### src/rtl/ma_load_store_unit.sv
// Memory-access load/store unit for a word-addressed data memory.
// Sub-word loads extract and extend; sub-word stores use read-modify-write.
module ma_load_store_unit #(
  parameter int MEM_WORDS = 1024
) (
  input  logic        clk,
  input  logic        reset,
  input  logic        req_valid,
  input  logic        req_read,
  input  logic        req_write,
  input  logic [2:0]  funct3,
  input  logic [31:0] addr,
  input  logic [31:0] wdata,
  output logic        busy,
  output logic        resp_valid,
  output logic [31:0] rdata,
  output logic        fault,
  output logic [31:0] mem_addr,
  output logic [31:0] mem_wdata,
  output logic        mem_read,
  input  logic [31:0] mem_rdata,
  output logic        mem_write
);

  typedef enum logic [2:0] {
    IDLE, LD, RMW_RD, WR_SETUP, WR_STROBE, RESP
  } state_t;

  state_t      state, state_n;
  logic [2:0]  f3_q;
  logic [1:0]  off_q;
  logic [31:0] wdata_q;
  logic [31:0] result_q;
  logic        fault_q;

  logic        accept;
  logic        is_half, is_word;
  logic        bad_f3, misal, oor, bad;
  logic [7:0]  lane_b;
  logic [15:0] lane_h;
  logic [31:0] ld_val, merged;

  assign busy = (state != IDLE);

  always_comb begin
    accept  = (state == IDLE) && req_valid && (req_read ^ req_write);
    is_half = (funct3[1:0] == 2'd1);
    is_word = (funct3[1:0] == 2'd2);
    bad_f3  = req_read ? (funct3 == 3'd3 || funct3[2:1] == 2'b11)
                       : (funct3 >= 3'd3);
    misal   = (is_half && addr[0]) || (is_word && addr[1:0] != 2'd0);
    oor     = {2'b00, addr[31:2]} >= 32'(MEM_WORDS);
    bad     = bad_f3 || misal || oor;
  end

  always_comb begin
    lane_b = mem_rdata[{off_q, 3'b000} +: 8];
    lane_h = off_q[1] ? mem_rdata[31:16] : mem_rdata[15:0];
    ld_val = '0;
    unique case (1'b1)
      f3_q == 3'd0: ld_val = {{24{lane_b[7]}}, lane_b};
      f3_q == 3'd1: ld_val = {{16{lane_h[15]}}, lane_h};
      f3_q == 3'd2: ld_val = mem_rdata;
      f3_q == 3'd4: ld_val = {24'd0, lane_b};
      f3_q == 3'd5: ld_val = {16'd0, lane_h};
      default:      ld_val = '0;
    endcase
  end

  // Untouched bytes come from the word just read.
  always_comb begin
    merged = mem_rdata;
    if (f3_q[1:0] == 2'd0)
      merged[{off_q, 3'b000} +: 8] = wdata_q[7:0];
    else if (off_q[1])
      merged[31:16] = wdata_q[15:0];
    else
      merged[15:0] = wdata_q[15:0];
  end

  always_comb begin
    state_n = state;
    unique case (state)
      IDLE: begin
        if (accept) begin
          if (bad)
            state_n = RESP;
          else if (req_read)
            state_n = LD;
          else if (funct3 == 3'd2)
            state_n = WR_SETUP;
          else
            state_n = RMW_RD;
        end
      end
      LD:        state_n = RESP;
      RMW_RD:    state_n = WR_SETUP;
      WR_SETUP:  state_n = WR_STROBE;
      WR_STROBE: state_n = RESP;
      RESP:      state_n = IDLE;
      default:   state_n = IDLE;
    endcase
  end

  always_ff @(posedge clk) begin
    if (reset)
      state <= IDLE;
    else
      state <= state_n;
  end

  always_ff @(posedge clk) begin
    if (reset) begin
      resp_valid <= 1'b0;
      rdata      <= '0;
      fault      <= 1'b0;
      mem_addr   <= '0;
      mem_wdata  <= '0;
      mem_read   <= 1'b0;
      mem_write  <= 1'b0;
      f3_q       <= '0;
      off_q      <= '0;
      wdata_q    <= '0;
      result_q   <= '0;
      fault_q    <= 1'b0;
    end else begin
      mem_read   <= (state_n == LD) || (state_n == RMW_RD);
      mem_write  <= (state_n == WR_STROBE);
      resp_valid <= (state == RESP);
      fault      <= (state == RESP) && fault_q;
      rdata      <= (state == RESP && !fault_q) ? result_q : '0;
      if (accept) begin
        f3_q     <= funct3;
        off_q    <= addr[1:0];
        wdata_q  <= wdata;
        fault_q  <= bad;
        result_q <= '0;
        if (!bad) begin
          mem_addr <= {2'b00, addr[31:2]};
          if (req_write && funct3 == 3'd2)
            mem_wdata <= wdata;
        end
      end
      if (state == LD)
        result_q <= ld_val;
      if (state == RMW_RD)
        mem_wdata <= merged;
    end
  end

endmodule

### config.mk
export PLATFORM = sky130hd
export DESIGN_NAME = ma_load_store_unit
export DESIGN_NICKNAME = d
export VERILOG_FILES = /design/src/rtl/ma_load_store_unit.sv
export SDC_FILE = /design/constraint.sdc
export NUM_CORES = 1
export LEC_CHECK = 0
export ABC_AREA = 1
export CAP_MARGIN = 20
export CORE_MARGIN = 5
export CORE_UTILIZATION = 49
export CTS_CLUSTER_DIAMETER = 120
export CTS_CLUSTER_SIZE = 14
export DETAILED_ROUTE_END_ITERATION = 10
export GPL_TIMING_DRIVEN = 0
export PLACE_DENSITY = 0.81
export SYNTH_ARGS = -nofsm -noshare
export SYNTH_HDL_FRONTEND = slang
export SYNTH_SLANG_ARGS = --single-unit
### constraint.sdc
create_clock -name clk -period 2.47 [get_ports clk]
set_input_delay 0.494 -clock clk [delete_from_list [all_inputs] [get_ports clk]]
set_output_delay 0.494 -clock clk [all_outputs]
set_load 0.005 [all_outputs]
Word level (Yosys, flattened, before mapping)
Index checks and enable logic that the tools add are counted.
{"block": "word_totals", "regBits": 155, "latchBits": 0, "mem_bits_rw": 0, "romBits": 0, "in_bits": 104, "output_inout_bits": 101, "wordCells": 83, "memories": 0}
{"block": "classes", "addsub": 1, "n_mul": 0, "div_mod_pow": 0, "n_lt_le_gt_ge": 2, "n_eq_ne": 18, "n_shift": 3, "n_mux": 18, "n_bitwise": 3, "n_reduce_logical": 25}
{"cell": "$mux 32", "n": 7}
{"cell": "$pmux 32 s5", "n": 1}
{"cell": "$mux 16", "n": 3}
{"cell": "$bwmux 32", "n": 1}
{"cell": "$shift 8x7->32 const A", "n": 1}
{"cell": "$shiftx 32x6->8", "n": 1}
{"cell": "$shiftx 8x7->32", "n": 1}
{"cell": "$ge 30x11->1 const B", "n": 1}
{"cell": "$eq 3x2->1 const B", "n": 6}
{"cell": "$eq 3x3->1 const B", "n": 5}
{"cell": "$pmux 3 s4", "n": 1}
{"cell": "$eq 3x1->1 const B", "n": 3}
{"cell": "$reduce_bool 2->1", "n": 4}
{"cell": "$logic_and 1x1->1", "n": 7}
{"cell": "$neg 5->7", "n": 1}
{"cell": "$logic_not 3->1", "n": 2}
{"cell": "$mux 3", "n": 2}
{"cell": "$logic_or 1x1->1", "n": 5}
{"cell": "$eq 2x2->1 const B", "n": 2}
{"cell": "$reduce_or 2->1", "n": 2}
{"cell": "$ge 3x2->1 const B", "n": 1}
{"cell": "$reduce_and 3->1", "n": 1}
{"cell": "$reduce_bool 3->1", "n": 1}
{"cell": "$eq 2x1->1 const B", "n": 1}
{"cell": "other kinds (8)", "n": 10}

Depth between registers and ports, before layout
{"block": "depth", "word_depth": 10, "ltp_mapped": 13, "mapped_depth_nobuf": 12}

Worst setup path after synthesis
OpenSTA, ideal clock, no wires.
{"block": "synth_timing", "kind": "register to register", "startpoint": "register off_q[1]", "endpoint": "register mem_wdata[6]", "setup_ns": 0.064, "arrival_ns": 1.956, "t_required_ns": 2.406, "slack_ns": 0.450, "stages_incl_launch_ff": 13, "path_buffers": 4, "period_less_slack_ns": 2.020, "path_cell_list": "dfxtp_1 -> buf_2 -> inv_2 -> clkbuf_1 -> ha_1 -> buf_2 -> clkbuf_1 -> nand4_1 -> o21ai_0 -> nand2_1 -> a31oi_1 -> nor2_1 -> nor2_1"}
{"block": "synth_via", "elab_chain_cells": 5, "word_cells_on_any_way": 7, "classes_between": "1 x add/sub; 2 x shift; 4 x mux"}
{"item": "from (decl)", "line": "31", "text": "logic [1:0] off_q;"}
{"item": "from (signal assigned)", "line": "134", "text": "off_q <= addr[1:0];"}
{"item": "$neg 5->7", "line": "74", "text": "merged[{off_q, 3'b000} +: 8] = wdata_q[7:0];"}
{"item": "$shiftx 8x7->32 / $shift 8x7->32 (equally long branches)", "line": "74"}
{"item": "$bwmux 32", "line": "74"}
{"item": "$mux 32 (*)", "line": "73", "text": "if (f3_q[1:0] == 2'd0)"}
{"item": "$mux 32 (*)", "line": "146", "text": "if (state == RMW_RD)"}
{"item": "to (signal assigned)", "line": "141", "text": "mem_wdata <= wdata;"}
{"item": "to (signal assigned)", "line": "147", "text": "mem_wdata <= merged;"}
{"item": "to (decl)", "line": "19", "text": "output logic [31:0] mem_wdata,"}
Mark *: on every way between the ends. The rest lies on a longest branch, timed or not.
A chain may end at the register's enable or synchronous reset.

Final worst setup path
{"block": "layout_timing", "startpoint": "register off_q[1]", "endpoint": "register mem_wdata[4]"}
The elaborated chain is that of the path after synthesis.

==> flow_summary.toml <==
[run_status]
outcome = "completed"

[critical_path]
worstPathMaxFanout = 19
cp_data_arrival_time_ns = 2.72
crit_type = "reg2reg"
crit_required_ns = 2.85
start_kind = "flip-flop"
crit_path_end_kind = "flip-flop"

[hold_path]
hold_path_class = "reg2reg"

[placement]
dp.cells = 1531
post-dp-hpwl_um = 20500
gp_congestion = 0.972
io_buffers = 202

[sta]
fin_skew_ns = 0.0109
rsz0062_at_grt = "no"
slew_viol_final = 0
fmax_mhz = 428
maxSlewHeadroom = 0.615
finalHoldViolations = 0
setup_viol_count_final = 0
fin_crit_ns = 2.34
period_share = 0.947
tns_ns = 0
holdWs_ns = 0.428
worstMarginPinSlew_ns = 0.578

[yosys]
netlist_area_um2 = 7470
synth_cells = 1140
yosysMostFrequentCell = "nor2_1"
ys_types = 29
synthTopCellsByArea = "dfxtp_1, nor2_1, o21ai_0, nand2_1, inv_1"
synth_edf_count = 0
postSynthAreaPerCell_um2 = 6.56
async_flop_share = 0
synth_area_leader_cell = "dfxtp_1"
ys_warn_count = 0
ys_seq_area_frac = 0.415
synth_ff_type = "dfxtp_1"
ys_ff_latch = 155
synthTopCellsByCount = "nor2_1, nand2_1, dfxtp_1, o21ai_0, inv_1"
synth.top_cell.area_share = 0.415

[cts]
numCtsBuffers = 17
cts.sinks = 155
cts_buffer_depth = 2
cts-htree-levels = 4
clkTransAtPathRegs_ns = 0.07
cts_tree = "done"
cts_root_buf = "clkbuf_16"
clock_latency_ns = 0.44

[global_routing]
grt_pass1_wl_um = 41500
gr-total-overflow = 0
antenna_found_initial = 0
grt_max_degree = 20
grt_pass1_vias = 7932
grtUsageTotal = 0.295

[route]
met2_length_um = 12700
avgViaCountPerCell = 5.39
highest_layer = "met4"
vias = 8415
first_iter_violations = 861
dr.pass1.iters = 8
wl_met1_um = 11300
drtAntennaViolNets = 0
drc = 0
wl_um = 26900
wl_per_cell_um = 17.2
routed-wl-met3_um = 2430

[power]
ir_worst_vdd_uv = 543
power_density_nw_per_um2 = 649
total_power_mw = 6.72
p_leak_nw = 4.10

[final_layout]
final_cells = 1561
antennaDiodeCount = 0
nNetsFinal = 1469
syn2layout_area_growth_pct = 38.5
n_fill_cell = 1373
drive_gt1_frac = 0.0510

[floorplan]
fp.dieW_um = 134
rows = 45
coreArea_um2 = 15100
initial_core_util = 0.495
io_pins = 205
dieHeight_um = 134
dieArea_um2 = 17800

[job]
drv_cap = 0
[cells in the final DEF (no fill, tap or decap)]
cell and instances:
o21ai_0 151, clkbuf_1 49, nor2_1 215, nand2_1 184, inv_1 132, clkinv_4 1, buf_4 3, clkdlybuf4s50_1 202
nor2_2 2, o21ai_1 24, clkbuf_2 1, clkbuf_16 17, inv_12 1, nor4_1 1, a21oi_1 72, a31oi_1 18
inv_8 3, o221ai_1 6, o211ai_1 1, conb_1 2, o22ai_1 19, nor3_1 8, xnor2_1 1, o31ai_1 1
buf_6 3, clkinvlp_4 1, dfxtp_1 155, inv_6 3, nand2_2 2, buf_2 18, ha_1 5, buf_1 1
nand3_1 46, clkinv_8 6, nor2_4 4, inv_2 5, a211oi_1 1, nand4_1 9
[registers in the layout (all words and copies together) (netlist names), 2 cells and up]
register   count
mem_wdata     32
result_q      32
rdata         32
mem_addr      30
state          3
f3_q           3
off_q          2
wdata_q       16
[power breakdown]
part           internal (mW)  switching [mW]
sequential              2.61          0.0871
clock                   1.38            1.29
combinational          0.479           0.861
[logic make-up (layout without fill, tap and decap cells)]
group           count (synthesis)  in the layout  synth area share
simple gates                  471            471             0.253
compound gates                293            293             0.206
buf+inv                       214            446             0.115
flops                         155            155             0.415
fa+ha+maj                       5              5           0.00837
other cells                     1              2          0.000502
xor+xnor                        1              1           0.00117
[per-stage QoR]
stage                      util  area (µm²)  setup WS [ns]
after global routing      0.686       10400         0.0314
after floorplan               -        7480          0.450
after detailed placement  0.645        9730         -0.184
after CTS                 0.686       10300         0.0819
final                     0.686       10400          0.132
after global placement    0.645        9730         -0.227
[worst max-delay path: stages (launching register included)]
cell	delay, ns
dfxtp_1	0.36
buf_2	0.22
inv_2	0.18
ha_1	0.32
clkbuf_1	0.23
o21ai_0	0.43
nand2_1	0.15
a31oi_1	0.23
nor2_1	0.08
nor2_1	0.08
[final timing paths]
check,from,end,slack [ns],depth (start not counted)
max reg2reg,off_q[1],mem_wdata[4],0.13,9
min,result_q[17],rdata[17],0.43,2
min reg2reg,result_q[17],rdata[17],0.43,2
max,off_q[1],mem_wdata[4],0.13,9
[cell type report]
| cell class | instances | area, µm² | share of cell area |
|---|---|---|---|
| multi-input cells | 772 | 3520 | 0.340 |
| flip-flops and latches | 155 | 3100 | 0.300 |
| repair buffers | 202 | 2020 | 0.195 |
| inverters | 137 | 514 | 0.0497 |
| clock buffers | 17 | 425 | 0.0411 |
| plain buffers | 75 | 339 | 0.0328 |
| well taps | 188 | 235 | 0.0227 |
| clock inverters | 15 | 190 | 0.0184 |
[layer usage]
metal / vias to the layer above / track usage
met3: 39 / 0.0661
met5: - / 0
met2: 418 / 0.482
met4: 0 / 0.0920
met1: 3845 / 0.389
li1: 4113 / -
[repair_timing]
item / CTS / global route
pin swaps: 0 / 0
setup endpoints to repair: 21 / 14
resized for setup: 0 / 5
buffers inserted: 0 / 0
hold buffers: 0 / 0
No activity file was read; power rests on OpenSTA's default activity.
